===== src/rtl/game_ctrl.sv =====
// ---------------------------------------------------------------------------
// game_ctrl -- memory game round controller.
//
// A round shows a four-digit BCD target for SHOW_CYCLES cycles. The player
// then keys in four digits within ENTRY_TIMEOUT cycles. A correct entry
// scores a point. A wrong or late entry costs a life. The game ends when
// no lives remain.
//
// Parameters
//   SHOW_CYCLES    cycles the target stays on the display   (1..65535)
//   ENTRY_TIMEOUT  cycles allowed for entering four digits  (1..65535)
//   MAX_LIVES      lives at the start of a game             (1..3)
//
// Ports
//   clk          sole clock, rising edge
//   rst          synchronous active-low reset
//   start        start / restart request, honoured only in IDLE and OVER
//   rand_val     four BCD digits from the random generator
//   rand_load    one-cycle pulse: rand_val is captured at the end of it
//   digit_valid  qualifies digit for one cycle
//   digit        keypad digit; values above 9 are discarded
//   show         high while the target is displayed
//   disp_val     target while show=1, otherwise user_val
//   user_val     digits entered so far, most recent in the low nibble
//   score        rounds won, saturating at 255
//   lives        remaining lives
//   round_win    one-cycle pulse on a correct round
//   round_fail   one-cycle pulse on a wrong or timed-out round
//   game_over    high while in OVER
//
// Every output comes straight from a flop, so each registered output is
// loaded with the value that belongs to the state being entered.
// ---------------------------------------------------------------------------
module game_ctrl #(
  parameter int SHOW_CYCLES   = 8,
  parameter int ENTRY_TIMEOUT = 64,
  parameter int MAX_LIVES     = 3
) (
  input  logic        clk,
  input  logic        rst,
  input  logic        start,
  input  logic [15:0] rand_val,
  output logic        rand_load,
  input  logic        digit_valid,
  input  logic [3:0]  digit,
  output logic        show,
  output logic [15:0] disp_val,
  output logic [15:0] user_val,
  output logic [7:0]  score,
  output logic [1:0]  lives,
  output logic        round_win,
  output logic        round_fail,
  output logic        game_over
);

  localparam logic [2:0] ST_IDLE   = 3'd0;
  localparam logic [2:0] ST_LOAD   = 3'd1;
  localparam logic [2:0] ST_SHOW   = 3'd2;
  localparam logic [2:0] ST_ENTRY  = 3'd3;
  localparam logic [2:0] ST_CHECK  = 3'd4;
  localparam logic [2:0] ST_RESULT = 3'd5;
  localparam logic [2:0] ST_OVER   = 3'd6;

  // Terminal counts: a phase of N cycles ends when the counter reads N-1.
  localparam logic [15:0] SHOW_LAST  = 16'(SHOW_CYCLES - 1);
  localparam logic [15:0] ENTRY_LAST = 16'(ENTRY_TIMEOUT - 1);
  localparam logic [1:0]  LIVES_INIT = 2'(MAX_LIVES);

  logic [2:0]  state_q,      state_d;
  logic [15:0] cnt_q,        cnt_d;        // SHOW duration / ENTRY timeout
  logic [2:0]  dcnt_q,       dcnt_d;       // accepted digits this round
  logic [15:0] target_q,     target_d;
  logic [15:0] user_val_q,   user_val_d;
  logic [15:0] disp_val_q,   disp_val_d;
  logic [7:0]  score_q,      score_d;
  logic [1:0]  lives_q,      lives_d;
  logic        rand_load_q,  rand_load_d;
  logic        show_q,       show_d;
  logic        round_win_q,  round_win_d;
  logic        round_fail_q, round_fail_d;
  logic        game_over_q,  game_over_d;

  logic digit_ok;

  assign digit_ok = digit_valid && (digit <= 4'd9);

  always_comb begin
    // NOTE: every signal gets a default first, so a path that does not
    // assign it holds its value instead of inferring a latch.
    state_d      = state_q;
    cnt_d        = cnt_q;
    dcnt_d       = dcnt_q;
    target_d     = target_q;
    user_val_d   = user_val_q;
    score_d      = score_q;
    lives_d      = lives_q;
    rand_load_d  = 1'b0;
    show_d       = 1'b0;
    round_win_d  = 1'b0;
    round_fail_d = 1'b0;
    game_over_d  = 1'b0;

    case (state_q)
      ST_IDLE: begin
        if (start) begin
          state_d     = ST_LOAD;
          rand_load_d = 1'b1;
          lives_d     = LIVES_INIT;
          score_d     = 8'd0;
        end
      end

      ST_LOAD: begin
        target_d   = rand_val;
        user_val_d = 16'd0;
        dcnt_d     = 3'd0;
        cnt_d      = 16'd0;
        show_d     = 1'b1;
        state_d    = ST_SHOW;
      end

      ST_SHOW: begin
        if (cnt_q == SHOW_LAST) begin
          cnt_d   = 16'd0;
          state_d = ST_ENTRY;
        end else begin
          cnt_d  = cnt_q + 16'd1;
          show_d = 1'b1;
        end
      end

      ST_ENTRY: begin
        if (digit_ok) begin
          user_val_d = {user_val_q[11:0], digit};
          dcnt_d     = dcnt_q + 3'd1;
        end
        // The fourth digit takes priority over a timeout on the same cycle.
        if (digit_ok && (dcnt_q == 3'd3)) begin
          state_d = ST_CHECK;
        end else if (cnt_q == ENTRY_LAST) begin
          state_d      = ST_RESULT;
          round_fail_d = 1'b1;
          lives_d      = lives_q - 2'd1;
        end else begin
          cnt_d = cnt_q + 16'd1;
        end
      end

      ST_CHECK: begin
        state_d = ST_RESULT;
        if (user_val_q == target_q) begin
          round_win_d = 1'b1;
          score_d     = (score_q == 8'hFF) ? score_q : score_q + 8'd1;
        end else begin
          round_fail_d = 1'b1;
          lives_d      = lives_q - 2'd1;
        end
      end

      ST_RESULT: begin
        // lives_q already holds the post-round count.
        if (lives_q == 2'd0) begin
          state_d     = ST_OVER;
          game_over_d = 1'b1;
        end else begin
          state_d     = ST_LOAD;
          rand_load_d = 1'b1;
        end
      end

      ST_OVER: begin
        if (start) begin
          state_d     = ST_LOAD;
          rand_load_d = 1'b1;
          lives_d     = LIVES_INIT;
          score_d     = 8'd0;
        end else begin
          game_over_d = 1'b1;
        end
      end

      default: state_d = ST_IDLE;
    endcase

    // The display follows the next-cycle values so it stays registered.
    disp_val_d = show_d ? target_d : user_val_d;
  end

  always_ff @(posedge clk) begin
    // NOTE: reset is sampled on the clock edge (synchronous), and all state
    // updates use non-blocking assignments so every flop sees pre-edge values.
    if (!rst) begin
      state_q      <= ST_IDLE;
      cnt_q        <= 16'd0;
      dcnt_q       <= 3'd0;
      target_q     <= 16'd0;
      user_val_q   <= 16'd0;
      disp_val_q   <= 16'd0;
      score_q      <= 8'd0;
      lives_q      <= LIVES_INIT;
      rand_load_q  <= 1'b0;
      show_q       <= 1'b0;
      round_win_q  <= 1'b0;
      round_fail_q <= 1'b0;
      game_over_q  <= 1'b0;
    end else begin
      state_q      <= state_d;
      cnt_q        <= cnt_d;
      dcnt_q       <= dcnt_d;
      target_q     <= target_d;
      user_val_q   <= user_val_d;
      disp_val_q   <= disp_val_d;
      score_q      <= score_d;
      lives_q      <= lives_d;
      rand_load_q  <= rand_load_d;
      show_q       <= show_d;
      round_win_q  <= round_win_d;
      round_fail_q <= round_fail_d;
      game_over_q  <= game_over_d;
    end
  end

  assign rand_load  = rand_load_q;
  assign show       = show_q;
  assign disp_val   = disp_val_q;
  assign user_val   = user_val_q;
  assign score      = score_q;
  assign lives      = lives_q;
  assign round_win  = round_win_q;
  assign round_fail = round_fail_q;
  assign game_over  = game_over_q;

endmodule

===== config.mk =====
export PLATFORM = sky130hd
export DESIGN_NAME = game_ctrl
export DESIGN_NICKNAME = d
export VERILOG_FILES = /design/src/rtl/game_ctrl.sv
export SDC_FILE = /design/constraint.sdc
export NUM_CORES = 1
export LEC_CHECK = 0
export ABC_CLOCK_PERIOD_IN_PS = 3900
export CORE_ASPECT_RATIO = 1.75
export CORE_UTILIZATION = 45
export CTS_CLUSTER_DIAMETER = 30
export CTS_CLUSTER_SIZE = 28
export DETAILED_ROUTE_END_ITERATION = 7
export PLACE_DENSITY = 0.8
export SLEW_MARGIN = 20
export SYNTH_ARGS = -nofsm -noshare
export SYNTH_HDL_FRONTEND = slang
export SYNTH_SLANG_ARGS = --single-unit

===== constraint.sdc =====
create_clock -name clk -period 3.9 [get_ports clk]
set_clock_uncertainty 0.2 [all_clocks]
set_input_delay 0.585 -clock clk [delete_from_list [all_inputs] [get_ports clk]]
set_output_delay 0.585 -clock clk [all_outputs]
set_load 0.1 [all_outputs]

==> results of run 1 <==
## power groups by stage
stage	Sequential, mW	Combinational (mW)	Clock [mW]
finish	0.958	0.607	0.790
global route	0.964	0.642	0.840
CTS	0.957	0.609	0.800
detailed placement	0.977	0.605	0
global placement	0.975	0.600	0
floorplan	1.18	0.254	0
## metrics by stage
step	total power, mW	std cells	utilization (%)	hold WS, ps
finish	2.35	609	59.1	327
global route	2.45	609	59.1	346
CTS	2.37	609	59.1	325
detailed placement	1.58	593	55.8	311
global placement	1.58	593	55.8	297
floorplan	1.44	425	-	272
## cell type report
cell class / count / area (um2)
tap: 115 / 144
fill: 749 / 3440
clock buffer: 10 / 229
clock inverter: 6 / 48.8
multi-input combinational: 311 / 2100
sequential: 85 / 1700
timing repair buffer: 73 / 723
inverter: 9 / 33.8
## cells by family (layout without fill, tap and decap cells)
logic type / after synthesis / count (layout) / synth area share (%)
mux: 20 / 20 / 5.10
buf+inv: 29 / 98 / 3.74
simple gates: 165 / 165 / 24.0
compound gates: 104 / 104 / 18.7
fa+ha+maj: 5 / 5 / 1.58
xor+xnor: 17 / 17 / 3.77
flops: 85 / 85 / 43.1
## worst reg2reg max path: stages, from the launching register on
cell	delay [ps]
dfxtp_1	680
nor2b_1	500
o211ai_2	310
nand2b_1	430
or3_1	400
o21ai_0	140
## layer usage
layer,vias up,part of all wire [%],routed length (um)
met1,1586,40,3860
met4,0,2.0,195
li1,1655,-,-
met2,100,54,5310
met5,-,0,0
met3,17,4.0,387
## registers in the layout, summed over array words and instances (netlist names)
| signal | count |
|---|---|
| cnt_q | 16 |
| dcnt_q | 3 |
| disp_val | 16 |
| game_over | 1 |
| lives | 2 |
| rand_load | 1 |
| round_fail | 1 |
| round_win | 1 |
| score | 8 |
| show | 1 |
| state_q | 3 |
| target_q | 16 |
| user_val | 16 |
## path summary, 6_finish.rpt
| check | depth (start not counted) | to | slack [ps] |
|---|---|---|---|
| hold / removal | 2 | score[7] | 330 |
| setup reg to reg | 5 | cnt_q[5] | 1180 |
| hold reg to reg | 2 | score[7] | 330 |
| setup / recovery | 1 | user_val[5] | 1150 |
## cells in the final DEF (no fill, tap or decap), types with 3 or more instances in the layout
cell	count
nor4_4	3
nand4_1	7
clkbuf_16	9
nand2b_1	6
and3_1	6
mux2i_1	19
a2bb2oi_1	17
nor2b_1	44
nand3_1	17
a21oi_1	10
o211ai_1	6
a22oi_1	18
o31ai_1	10
and2_1	3
dfxtp_1	85
clkinvlp_4	3
a31oi_1	3
nand2_1	26
clkdlybuf4s50_1	70
a21o_1	3
ha_1	5
nor2_1	31
nor3b_1	3
buf_4	3
o21ai_0	19
or3_1	5
inv_1	9
xnor2_1	16
==> run_results.csv, run 1 <==
group,metric,value,unit
run_status,status,"finished, final reports clean",
critical_path,required,3120,ps
yosys,synth_area,3950,um2
yosys,synth_edf_count,0,
yosys,synth_cells,425,
clock_network,cts_resized,0,
sta,post-route-period-util,70.5,%
global_route,grt_busiest_layer,"met2",
yosys,ys_seq_elements,85,
yosys,synthFlopType,"dfxtp_1",
clock_network,cts_buffer_depth,2,
floorplan,die_y,126,um
clock_network,cts_tree,"yes",
yosys,seq_area_frac_synth,43.1,%
route,drtIter0Drc,231,
critical_path,crit_path_cell_trace,"clkdlybuf4s50_1",
place,pre_cts_ws,1020,ps
yosys,ys_top_cells_by_count,"dfxtp_1, nor2b_1, nor2_1",
yosys,synth_largest_area_cell,"dfxtp_1",
place,placed_area,4700,um2
global_route,antenna_found_initial,0,
power_and_ir_drop,irDropWorstVdd,0.000232,V
critical_path,worstPathArrival,1960,ps
clock_network,cts.sinks,85,
sta,relSlewSlack,30.0,%
yosys,ys_warn_count,0,
clock_network,clk_latency,340,ps
critical_path,end_kind,"output pin",
route,route.final.wire_length,9.75,mm
global_route,grt_pass1_wl,15.5,mm
yosys,synth.avg_cell_area,9.29,um2
route,vias,3358,
power_and_ir_drop,pwr-share-seq,40.7,%
global_route,grt_pass1_vias,3283,
clock_network,cts_buffers,9,
route,wl_per_cell,16.0,um
clock_network,cts-htree-levels,3,
sta,tns,0,ps
floorplan,design.core.area,8420,um2
clock_network,hold_buffers,0,
place,hpwl,7.00,mm
global_route,use_met2,40.8,%
critical_path,path_class,"flop to output pin",
route,antenna_left,0,
global_route,grt_max_degree,62,
power_and_ir_drop,p_int,1.54,mW
sta,period_minus_slack,2750,ps
power_and_ir_drop,p_switching,0.815,mW
yosys,syn-num-nets,454,
layout,n_antenna_cell,0,
yosys,yosysMostFrequentCell,"dfxtp_1",
critical_path,cp_slowest_cell,"clkdlybuf4s50_1",
floorplan,rows,44,
floorplan,start_util,46.9,%
place,port_buffers,70,
layout,area_delta_synth_final,26.1,%
power_and_ir_drop,power_leakage,1.74,nW
yosys,synth_cell_types,57,
sta,fmax,0.364,GHz
layout,drive_gt1_share,6.48,%
global_route,track_usage,22.1,%
power_and_ir_drop,p_per_area,473,nW/um2
route,viasPerCell,5.51,
critical_path,critPathLaunchType,"flop",
critical_path,slowest_delay,1180,ps
sta,setup_viol_count_final,0,
critical_path,worst-path-buf-inv,1,
power_and_ir_drop,swShare,34.6,%
route,drc,0,
floorplan,io_pins,71,
place,gp_congestion,0.894,
sta,rsz0062_at_grt,"false",
clock_network,cts_setup_buffers,0,
global_route,met1_usage,23.4,%
yosys,ys_async_sr_fraction,0,%
sta,hold_viol_final,0,
floorplan,die_area,9170,um2
global_route,grt_use_met3,4.32,%
critical_path,crit_path_max_fanout,4,
layout,final_area,4980,um2
clock_network,clk_pin_slew_worst_paths,60,ps
layout,nNetsFinal,518,
yosys,synth.top_cell.area_share,43.1,%
global_route,grt_overflow,0,
worst_hold_path,holdCritPathClass,"flop to flop",
flow_run,drv_cap,0,
critical_path,crit_start,"user_val[5]",
clock_network,root_buffer,"clkbuf_16",
sta,finalWorstSetupSlack,1150,ps
yosys,ys_top_cells_by_area,"dfxtp_1, nor2b_1, mux2i_1, a2bb2oi_1, xnor2_1",
power_and_ir_drop,power.share.clock,33.5,%
power_and_ir_drop,p_comb_share,25.8,%
critical_path,reg2reg_from,"state_q[1]",
sta,worst_slew_pin_slew,1050,ps
sta,final_max_slew_viol_count,0,
worst_hold_path,min_from,"score[7]",
floorplan,die_w,72.8,um
route,dr.pass1.iters,5,
critical_path,critPathTopFamily,"buffers and inverters",
Power figures use the tool's default switching activity.
==> inputs of run 2 (changes only) <==
--- a/config.mk
+++ b/config.mk
@@ -5,7 +5,7 @@
 export SDC_FILE = /design/constraint.sdc
 export NUM_CORES = 1
 export LEC_CHECK = 0
-export ABC_CLOCK_PERIOD_IN_PS = 3900
+export ABC_CLOCK_PERIOD_IN_PS = 2900
 export CORE_ASPECT_RATIO = 1.75
 export CORE_UTILIZATION = 45
 export CTS_CLUSTER_DIAMETER = 30
==> constraint.sdc (replaced) <==
create_clock -name clk -period 2.9 [get_ports clk]
set_clock_uncertainty 0.2 [all_clocks]
set_input_delay 0.435 -clock clk [delete_from_list [all_inputs] [get_ports clk]]
set_output_delay 0.435 -clock clk [all_outputs]
set_load 0.1 [all_outputs]
==> run 2 against run 1 <==
  * Worst hold slack got worse by 14 ps
  * Sequential share of layout area increased by 0.32 points
  * Count of clock-buffer cells in the layout unchanged
  * Via count increased by 2.4%
  * Combinational power increased by 37%
==> run_results.csv, run 2 (same netlist as run 1, synthesis figures left out) <==
group,metric,value,unit
run_status,status,"finished, final reports clean",
layout,fin_cells,618,
global_route,grt_pass1_wl,15.8,mm
layout,drive_gt1_share,17.5,%
layout,multi_input_area,2100,um2
power_and_ir_drop,power_leakage,1.88,nW
place,hpwl,7.35,mm
critical_path,cp_slowest_cell,"nor2_2",
sta,worst_slew_pin_slew,753,ps
power_and_ir_drop,irDropWorstVdd,0.000373,V
clock_network,hold_buffers,0,
sta,setup_viol_count_final,0,
clock_network,clk_pin_slew_worst_paths,70,ps
clock_network,cts-htree-levels,3,
sta,fmax,0.392,GHz
route,antenna_left,0,
critical_path,critPathLaunchType,"flop",
critical_path,crit_path_cell_trace,"ha_1 -> nor4b_1 -> nand4_2 -> a21oi_2 -> nor2_2 -> and2_1 -> buf_4 -> a2bb2oi_1",
critical_path,path_class,"flop to flop",
sta,hold_viol_final,0,
sta,rsz0062_at_grt,"false",
critical_path,required,2950,ps
sta,period_minus_slack,2550,ps
sta,relSlewSlack,49.8,%
place,dpl.cell_count,602,
route,route.final.wire_length,9.91,mm
floorplan,die_area,9170,um2
critical_path,crit_start,"cnt_q[0]",
global_route,grt_overflow,0,
floorplan,die_w,72.8,um
place,pre_cts_ws,278,ps
global_route,grt_pass1_vias,3345,
worst_hold_path,min_from,"score[7]",
floorplan,io_pins,71,
layout,final_area,4930,um2
layout,n_antenna_cell,0,
sta,post-route-period-util,88.0,%
clock_network,root_buffer,"clkbuf_16",
global_route,grt_max_degree,38,
layout,area_delta_synth_final,24.9,%
sta,final_max_slew_viol_count,0,
power_and_ir_drop,p_per_area,648,nW/um2
route,dr.pass1.iters,4,
place,port_buffers,70,
sta,tns,0,ps
route,viasPerCell,5.56,
critical_path,crit_path_max_fanout,17,
critical_path,reg2reg_from,"cnt_q[0]",
layout,mostFrequentLayoutCells,"dfxtp_1, buf_4, nor2b_1, nor2_1, nand2_1",
critical_path,slowest_delay,580,ps
place,gp_congestion,0.864,
floorplan,start_util,46.9,%
floorplan,design.core.area,8420,um2
floorplan,rows,44,
global_route,track_usage,22.4,%
critical_path,worst-path-buf-inv,1,
route,wl_per_cell,16.0,um
clock_network,cts_tree,"yes",
layout,seqCellArea,1700,um2
clock_network,cts_buffer_depth,2,
critical_path,worstPathArrival,2600,ps
global_route,antenna_found_initial,0,
sta,finalWorstSetupSlack,348,ps
clock_network,clk_latency,340,ps
worst_hold_path,holdCritPathClass,"flop to flop",
layout,final_core_util,58.6,%
clock_network,cts_setup_buffers,0,
route,drtIter0Drc,177,
place,placed_area,4650,um2
layout,fillers,746,
floorplan,die_y,126,um
layout,layout_commonest_cell,"dfxtp_1",
clock_network,cts_buffers,9,
route,vias,3439,
clock_network,cts_resized,0,
layout,nNetsFinal,527,
flow_run,drv_cap,0,
route,drc,0,
critical_path,critPathTopFamily,"simple AND/OR/NAND/NOR gates",
critical_path,end_kind,"flop",
clock_network,cts.sinks,85,
==> run 2: per-stage QoR <==
stage               power (mW)  hold slack [ps]
floorplan                 1.94              272
global placement          2.12              295
detailed placement        2.14              310
CTS                       3.23              319
global route              3.33              338
finish                    3.20              313
==> run 2: power by group <==
part / internal, mW / total [mW] / switching, mW / leakage, nW
Sequential: 1.24 / 1.28 / 0.0415 / 0.690
Combinational: 0.247 / 0.832 / 0.585 / 1.05
Clock: 0.596 / 1.09 / 0.490 / 0.138
==> run 2: per-layer routing <==
layer | global-route usage [%] | vias up | share of wire [%]
met2 | 40.8 | 96 | 54
met5 | 0 | - | 0
met4 | 10.4 | 0 | 2.3
met3 | 4.40 | 14 | 3.6
met1 | 24.1 | 1652 | 40
li1 | - | 1677 | -
==> run 2: layout make-up <==
type	count	area share (%)
multi-input combinational	311	42.5
sequential	85	34.5
timing repair buffer	82	13.6
clock buffer	10	4.64
tap	115	2.92
clock inverter	6	1.07
inverter	9	0.685
==> run 2: final timing paths <==
check | endpoint | slack, ps | depth (start not counted)
worst min register to register | score[7] | 310 | 2
worst max-delay path | disp_val[15] | 350 | 8
worst min-delay path | score[7] | 310 | 2
worst max register to register | disp_val[15] | 350 | 8
==> run 2: worst reg2reg max path: cells and delay by family, from the launching register on <==
family                     cells  cell delay [ps]
and+or+nand+nor                4             1150
DFF                            1              340
AOI/OAI and AO/OA              2              300
adders and majority gates      1              250
buffers and inverters          1              230
==> inputs of run 3 (changes only) <==
--- a/config.mk
+++ b/config.mk
@@ -11,6 +11,7 @@
 export CTS_CLUSTER_DIAMETER = 30
 export CTS_CLUSTER_SIZE = 28
 export DETAILED_ROUTE_END_ITERATION = 7
+export HOLD_SLACK_MARGIN = 0.15
 export PLACE_DENSITY = 0.8
 export SLEW_MARGIN = 20
 export SYNTH_ARGS = -nofsm -noshare
==> results of run 3 <==
The final DEF is identical to that of run 2; final timing and power are the same.
